File: src/rtl/param_sipo_deser_if.sv
// rtl/param_sipo_deser_if.sv - serial-in and held-word signals of param_sipo_deser
// Optional parity_err signal present when SIPO_PARITY_EN is defined.
interface param_sipo_deser_if #(
    parameter int WIDTH = 8
);
`ifdef SIPO_PARITY_EN
    localparam int FRAME = WIDTH + 1;
`else
    localparam int FRAME = WIDTH;
`endif
    localparam int CW = $clog2(FRAME);

    logic             shift_en;
    logic             data_in;
    logic             msb_first;
    logic             clr;
    logic             word_ack;
    logic [WIDTH-1:0] q;
    logic [CW-1:0]    bit_cnt;
    logic [WIDTH-1:0] word_out;
    logic             word_valid;
    logic             overrun;
`ifdef SIPO_PARITY_EN
    logic             parity_err;
`endif

    modport master (
        output shift_en, data_in, msb_first, clr, word_ack,
`ifdef SIPO_PARITY_EN
        input  parity_err,
`endif
        input  q, bit_cnt, word_out, word_valid, overrun
    );

    modport slave (
        input  shift_en, data_in, msb_first, clr, word_ack,
`ifdef SIPO_PARITY_EN
        output parity_err,
`endif
        output q, bit_cnt, word_out, word_valid, overrun
    );
endinterface

File: src/rtl/param_sipo_deser.sv
// rtl/param_sipo_deser.sv - parametrised SIPO deserialiser with held word, valid/ack and overrun
// Define SIPO_PARITY_EN to append a parity bit to each frame and report PARITY_ERR.
module param_sipo_deser #(
    parameter int WIDTH      = 8,
    parameter int ODD_PARITY = 0
) (
    input  logic              clk,
    input  logic              resetn,
    param_sipo_deser_if.slave bus
);
`ifdef SIPO_PARITY_EN
    localparam int FRAME = WIDTH + 1;
`else
    localparam int FRAME = WIDTH;
`endif
    localparam int            CW   = $clog2(FRAME);
    localparam logic [CW-1:0] LAST = CW'(FRAME - 1);

    logic [WIDTH-1:0] q;
    logic [WIDTH-1:0] q_next;
    logic [CW-1:0]    bit_cnt;
    logic [WIDTH-1:0] word_out;
    logic             word_valid;
    logic             overrun;
    logic             complete;
    logic             data_shift;

    always_comb begin
        complete = bus.shift_en && (bit_cnt == LAST);
`ifdef SIPO_PARITY_EN
        // The parity bit goes to its own check, never into the data register.
        data_shift = bus.shift_en && (bit_cnt != LAST);
`else
        data_shift = bus.shift_en;
`endif
        q_next = q;
        if (data_shift) begin
            if (bus.msb_first)
                q_next = {q[WIDTH-2:0], bus.data_in};
            else
                q_next = {bus.data_in, q[WIDTH-1:1]};
        end
    end

    always_ff @(posedge clk or negedge resetn) begin
        if (!resetn) begin
            q          <= '0;
            bit_cnt    <= '0;
            word_out   <= '0;
            word_valid <= 1'b0;
            overrun    <= 1'b0;
        end else if (bus.clr) begin
            q          <= '0;
            bit_cnt    <= '0;
            word_out   <= '0;
            word_valid <= 1'b0;
            overrun    <= 1'b0;
        end else begin
            q <= q_next;
            if (bus.shift_en)
                bit_cnt <= complete ? '0 : bit_cnt + 1'b1;
            if (complete) begin
                // An ack on the completing edge consumes the old word, so no overrun.
                word_out   <= q_next;
                word_valid <= 1'b1;
                if (word_valid && !bus.word_ack)
                    overrun <= 1'b1;
            end else if (bus.word_ack) begin
                word_valid <= 1'b0;
            end
        end
    end

`ifdef SIPO_PARITY_EN
    logic parity_err;

    always_ff @(posedge clk or negedge resetn) begin
        if (!resetn)
            parity_err <= 1'b0;
        else if (bus.clr)
            parity_err <= 1'b0;
        else if (complete)
            parity_err <= ((^q) ^ bus.data_in) != (ODD_PARITY != 0);
    end

    assign bus.parity_err = parity_err;
`else
    wire unused_odd_parity = (ODD_PARITY != 0);
`endif

    assign bus.q          = q;
    assign bus.bit_cnt    = bit_cnt;
    assign bus.word_out   = word_out;
    assign bus.word_valid = word_valid;
    assign bus.overrun    = overrun;

endmodule

File: src/flat_wrapper.sv
// flat-port wrapper written by rule: the top's interface ports become plain ports
module param_sipo_deser_flat 
#(
    parameter int WIDTH      = 8,
    parameter int ODD_PARITY = 0
)
  (clk, resetn, bus_shift_en, bus_data_in, bus_msb_first, bus_clr, bus_word_ack, bus_q, bus_bit_cnt, bus_word_out, bus_word_valid, bus_overrun);
  param_sipo_deser_if #(.WIDTH(WIDTH)) bus_i ();
  input  logic clk;
  input  logic resetn;
  input wire logic [$bits(bus_i.shift_en)-1:0] bus_shift_en;
  input wire logic [$bits(bus_i.data_in)-1:0] bus_data_in;
  input wire logic [$bits(bus_i.msb_first)-1:0] bus_msb_first;
  input wire logic [$bits(bus_i.clr)-1:0] bus_clr;
  input wire logic [$bits(bus_i.word_ack)-1:0] bus_word_ack;
  output wire logic [$bits(bus_i.q)-1:0] bus_q;
  output wire logic [$bits(bus_i.bit_cnt)-1:0] bus_bit_cnt;
  output wire logic [$bits(bus_i.word_out)-1:0] bus_word_out;
  output wire logic [$bits(bus_i.word_valid)-1:0] bus_word_valid;
  output wire logic [$bits(bus_i.overrun)-1:0] bus_overrun;
  assign bus_i.shift_en = bus_shift_en;
  assign bus_i.data_in = bus_data_in;
  assign bus_i.msb_first = bus_msb_first;
  assign bus_i.clr = bus_clr;
  assign bus_i.word_ack = bus_word_ack;
  assign bus_q = bus_i.q;
  assign bus_bit_cnt = bus_i.bit_cnt;
  assign bus_word_out = bus_i.word_out;
  assign bus_word_valid = bus_i.word_valid;
  assign bus_overrun = bus_i.overrun;
  param_sipo_deser #(.WIDTH(WIDTH), .ODD_PARITY(ODD_PARITY)) u_core (.clk(clk), .resetn(resetn), .bus(bus_i));
endmodule
File: config.mk
export PLATFORM = sky130hd
export DESIGN_NAME = param_sipo_deser_flat
export DESIGN_NICKNAME = d
export VERILOG_FILES = /design/src/rtl/param_sipo_deser_if.sv /design/src/rtl/param_sipo_deser.sv /design/src/flat_wrapper.sv
export SDC_FILE = /design/constraint.sdc
export NUM_CORES = 1
export LEC_CHECK = 0
export ABC_CLOCK_PERIOD_IN_PS = 2330
export CAP_MARGIN = 40
export CELL_PAD_IN_SITES_DETAIL_PLACEMENT = 0
export CELL_PAD_IN_SITES_GLOBAL_PLACEMENT = 2
export CORE_AREA = 4 4 62 64
export CTS_CLUSTER_SIZE = 24
export DETAILED_ROUTE_END_ITERATION = 7
export DIE_AREA = 0 0 66 68
export PLACE_DENSITY = 0.82
export SYNTH_ARGS = -nofsm -noshare
export SYNTH_HDL_FRONTEND = slang
export SYNTH_SLANG_ARGS = --single-unit
File: constraint.sdc
create_clock -name clk -period 2.33 [get_ports clk]
set_input_delay 0.5825 -clock clk [delete_from_list [all_inputs] [get_ports clk]]
set_output_delay 0.5825 -clock clk [all_outputs]
set_load 0.01 [all_outputs]
### Yosys cells after proc, flatten, opt, wreduce, memory -nomap -nowiden

Index checks and enable logic that the tools add are counted.

* add/sub/neg operators: 1
* equality and inequality tests: 1
* mux-type cells: 14
* reductions and logical operators: 8

Operators with widths (count)
* 8-bit 2-to-1 mux: 5
* 3-bit 2-to-1 mux: 3
* 1-bit 2-to-1 mux: 6
* 2-bit nonzero test: 3
* 3-bit by 1-bit adder with 3-bit output (second input constant): 1
* 3-bit equality test (second input constant): 1
* 3-bit nonzero test: 1
* 1-bit logical AND: 2
* 2-bit AND reduction: 1
* 1-bit logical NOT: 1

* register bits: 21
* bits of input ports: 7
* output and inout port bits: 21
* logic and storage cells: 29

### Depth between registers and ports, before layout

* word-level depth: 5
* mapped depth: 5
* depth with buffers taken out: 4

### Worst setup path after synthesis

Ideal clock, no wire load.

* path kind: register to register
* from: register u_core.bit_cnt[0], in the netlist u_core.bus.bit_cnt[0]
* to: register u_core.word_out[0], in the netlist u_core.bus.word_out[0]
* setup time: 0.087 ns
* data arrival time: 1.341 ns
* data required time: 2.243 ns
* path slack: 0.903 ns
* stages on the path, launching flop included: 6
* clock period less this slack: 1.427 ns
* path through: dfrtp_1 ha_1 ha_1 and2_1 buf_4 a211oi_2

* word-level cells in the longest chain between the ends: 3

RTL lines
* start: declaration: line param_sipo_deser.sv:21 `logic [CW-1:0] bit_cnt;`
* start signal: assignment: line param_sipo_deser.sv:61 `bit_cnt <= complete ? '0 : bit_cnt + 1'b1;`
* 3-bit equality test: line param_sipo_deser.sv:29 `complete = bus.shift_en && (bit_cnt == LAST);`
* 1-bit logical AND: line param_sipo_deser.sv:29
* 2-bit nonzero test (no source line)
* end signal: assignment: line param_sipo_deser.sv:64 `word_out <= q_next;`
* end: declaration: line param_sipo_deser.sv:22 `logic [WIDTH-1:0] word_out;`

No other way between the ends.
A chain may end at the register's enable or synchronous reset.

### Final worst setup path

* from: register u_core.q[4], in the netlist u_core.bus.q[4]
* to: output port bus_q[4]

RTL lines
* start: declaration: line param_sipo_deser.sv:19 `logic [WIDTH-1:0] q;`
* start signal: assignment: line param_sipo_deser.sv:59 `q <= q_next;`
* end: declaration: line flat_wrapper.sv:16 `output wire logic [$bits(bus_i.q)-1:0] bus_q;`

No word-level cell between the ends.

==> parameters.txt <==
Parameter                              Value

Worst setup path
  Critical path depth    1
  Total buffers and inverters traversed by the critical path    1
  Cell class contributing the biggest share of worst-path delay    buffers and inverters
  Worst setup EP type    output port
  Worst path cell trace    clkdlybuf4s50_1
  Slowest-stage cell, CP    sky130_fd_sc_hd__clkdlybuf4s50_1
  Startpoint class of the critical path    flip-flop
  Data arrival time at the worst-slack endpoint    1280 ps
  Largest fanout on the critical path    4
  Register-to-Register Path Depth    4
  Req. time, crit path    1750 ps
  Path type of the worst setup path    flip-flop to output port
  Slowest Stage Delay on Critical Path    560 ps

Clock network
  Depth of the CTS H-tree    1
  Clock edge transition at the registers on the reported setup and hold paths    110 ps
  # resized after CTS    0
  Latest clock arrival within the worst-skew pair    290 ps
  Library cell used as clock root buffer    sky130_fd_sc_hd__clkbuf_4
  Number of buffers added by the clock tree synthesis step    3
  Clock tree from TritonCTS    done
  Count of buffers added by post-CTS timing repair for setup    0
  Number of buffers added to fix hold violations after cts    0
  Max Buffers Root-to-Sink    2
  Clock sinks    21

Global route
  Vias in the first global route    822
  Grt total ovfl    0
  Initial antenna violation count    0
  All-Layer GR Usage    11.8%
  First-pass GRT wire length    4030 µm
  Pin count of the biggest net entering global routing    22

Detailed routing
  Wire length per cell    14.5 µm
  TritonRoute pass-1 iters    4
  Violation count after the first detailed-route iteration    29
  Post-detailed-routing wire length    2330 µm
  Post-DR vias/cell    4.72
  Via total after detailed routing    755
  DRC    0
  Number of nets with antenna violations after detailed routing    0

STA
  Fin crit share    80.0%
  RSZ-0062 raised after global routing    no
  Min Clock Period, post-route    1860 ps
  Final count of pins violating max slew    0
  Worst setup skew after layout    5.99 ps
  Setup TNS    0 ps
  Achievable Freq    536 MHz
  Number of endpoints failing setup at the final stage    0
  Hold violation count in the final report    0
  Relative slew margins    67.6%
  Worst slew pin tran    486 ps

Place
  Dpl cell area    0.00132 mm²
  Placed Cells    156
  IO buf count    27
  Half-perimeter wire length after detailed placement    1660 µm
  Last weighted congestion value of the routability-driven placer    0.695

Synthesis
  Flip-flop and latch count after synthesis    21
  Area contributors post-synth    sky130_fd_sc_hd__dfrtp_1, sky130_fd_sc_hd__a211oi_2, sky130_fd_sc_hd__mux2i_1
  Portion of synthesized cell area occupied by the leading cell type    52.3%
  Most used standard cells in the synthesized netlist    sky130_fd_sc_hd__dfrtp_1, sky130_fd_sc_hd__a21oi_1
  Number of flops mapped to enable cells by yosys    0
  Mean area per synthesized cell    11.5 µm²
  Fraction of registers with async set or reset after synthesis    100%
  Synthesized net count    96
  Number of library cell types mapped by synthesis    18
  Cells after synthesis    87
  Register area share after synthesis    52.3%
  Most used standard cell by instance count after synthesis    sky130_fd_sc_hd__dfrtp_1
  Synth warn    0
  Cell type contributing the most total cell area after synthesis    sky130_fd_sc_hd__dfrtp_1
  Post-Synthesis Cell Area    0.00100 mm²
  Most common flop cell mapped by yosys    sky130_fd_sc_hd__dfrtp_1

Status
  Status    complete, no violations

Floorplan
  Die Wd    66 µm
  Number of ports placed on the die boundary    28
  Die height    68 µm
  Number of rows in the core area    21
  Std-Cell Core Area    0.00328 mm²
  Effective utilization at floorplan    30.6%
  Die Outline Area    0.00449 mm²

Cells and area
  Layout net count    124
  Ant. Diodes    0
  Synth-to-Final Area Change    33.5%
  Core utilization of the finished layout    40.8%
  Number of cells in the finished layout apart from fillers    160
  Final std cell area, no fill    0.00134 mm²
  Fraction of final layout cells with drive strength greater than 1    13.2%

Job
  Max-cap violations    0

Min path
  Hold depth    2
  Hold WC Path Type    flip-flop to flip-flop

Power and ir drop
  Peak ir drop on the vdd network    0.129 mV
  Power density cells    492 mW/mm²
  Standby leakage power    0.542 nW
-- where the power goes --
| group | internal, mW | switching (mW) | leakage [nW] |
|---|---|---|---|
| Sequential | 0.376 | 0.0127 | 0.286 |
| Clock | 0.0666 | 0.103 | 0.0150 |
| Combinational | 0.0500 | 0.0516 | 0.241 |
-- state kept, by name, summed over array words and instances (netlist names) --
name                   cells
u_core.bus.q               8
u_core.bus.bit_cnt         3
u_core.bus.overrun         1
u_core.bus.word_valid      1
u_core.bus.word_out        8
-- cells by family after synthesis --
| kind of cell | synth area share [%] |
|---|---|
| AOI/OAI and AO/OA | 22.4 |
| DFF | 52.3 |
| and+or+nand+nor | 9.71 |
| buffers and inverters | 5.10 |
| muxes | 7.97 |
| adders and majority gates | 2.49 |
-- layout make-up --
class | count | area [µm²]
fill | 328 | 1940
sequential | 21 | 526
multi-input combinational | 57 | 428
timing repair buffer | 31 | 300
tap | 46 | 57.6
clock buffer | 4 | 26.3
inverter | 1 | 3.75
-- metal layers --
layer  routed length [µm]  GRT usage [%]  vias up
li1                     -              -      376
met3                  106           1.81        0
met4                    0           4.57        0
met1                 1150           15.2      361
met2                 1070           19.9       18
met5                    0              0        -
-- final timing paths --
path | to | slack (ps) | startpoint
hold reg to reg | u_core.bus.overrun | 520 | u_core.bus.overrun
max in group asynchronous | u_core.bus.q[6] | 1460 | resetn
hold / removal | u_core.bus.overrun | 520 | u_core.bus.overrun
setup reg to reg | u_core.bus.word_out[6] | 530 | u_core.bus.bit_cnt[0]
min in group asynchronous | u_core.bus.q[5] | 640 | resetn
setup / recovery | bus_q[4] | 470 | u_core.bus.q[4]
-- layout by cell type (no fill, tap or decap) --
master,instances
sky130_fd_sc_hd__clkbuf_4,3
sky130_fd_sc_hd__nand4b_1,1
sky130_fd_sc_hd__and2_1,1
sky130_fd_sc_hd__nor2_1,8
sky130_fd_sc_hd__nand2_1,1
sky130_fd_sc_hd__dfrtp_1,21
sky130_fd_sc_hd__buf_4,4
sky130_fd_sc_hd__clkdlybuf4s50_1,27
sky130_fd_sc_hd__clkbuf_1,1
sky130_fd_sc_hd__a211oi_1,8
sky130_fd_sc_hd__a211oi_2,8
sky130_fd_sc_hd__nand2b_1,4
sky130_fd_sc_hd__nand3b_1,2
sky130_fd_sc_hd__or3b_1,1
sky130_fd_sc_hd__mux2i_1,8
sky130_fd_sc_hd__ha_1,2
sky130_fd_sc_hd__inv_1,1
sky130_fd_sc_hd__a21oi_1,13
-- stage by stage --
stage                     power (mW)  setup slack, ps  hold WS (ps)
final                          0.660              466           519
after global routing           0.700              379           561
after CTS                      0.676              427           526
after detailed placement       0.499              385           508
after global placement         0.497              381           508
after floorplan                0.444              903           287
(Power assumes the default switching activity.)
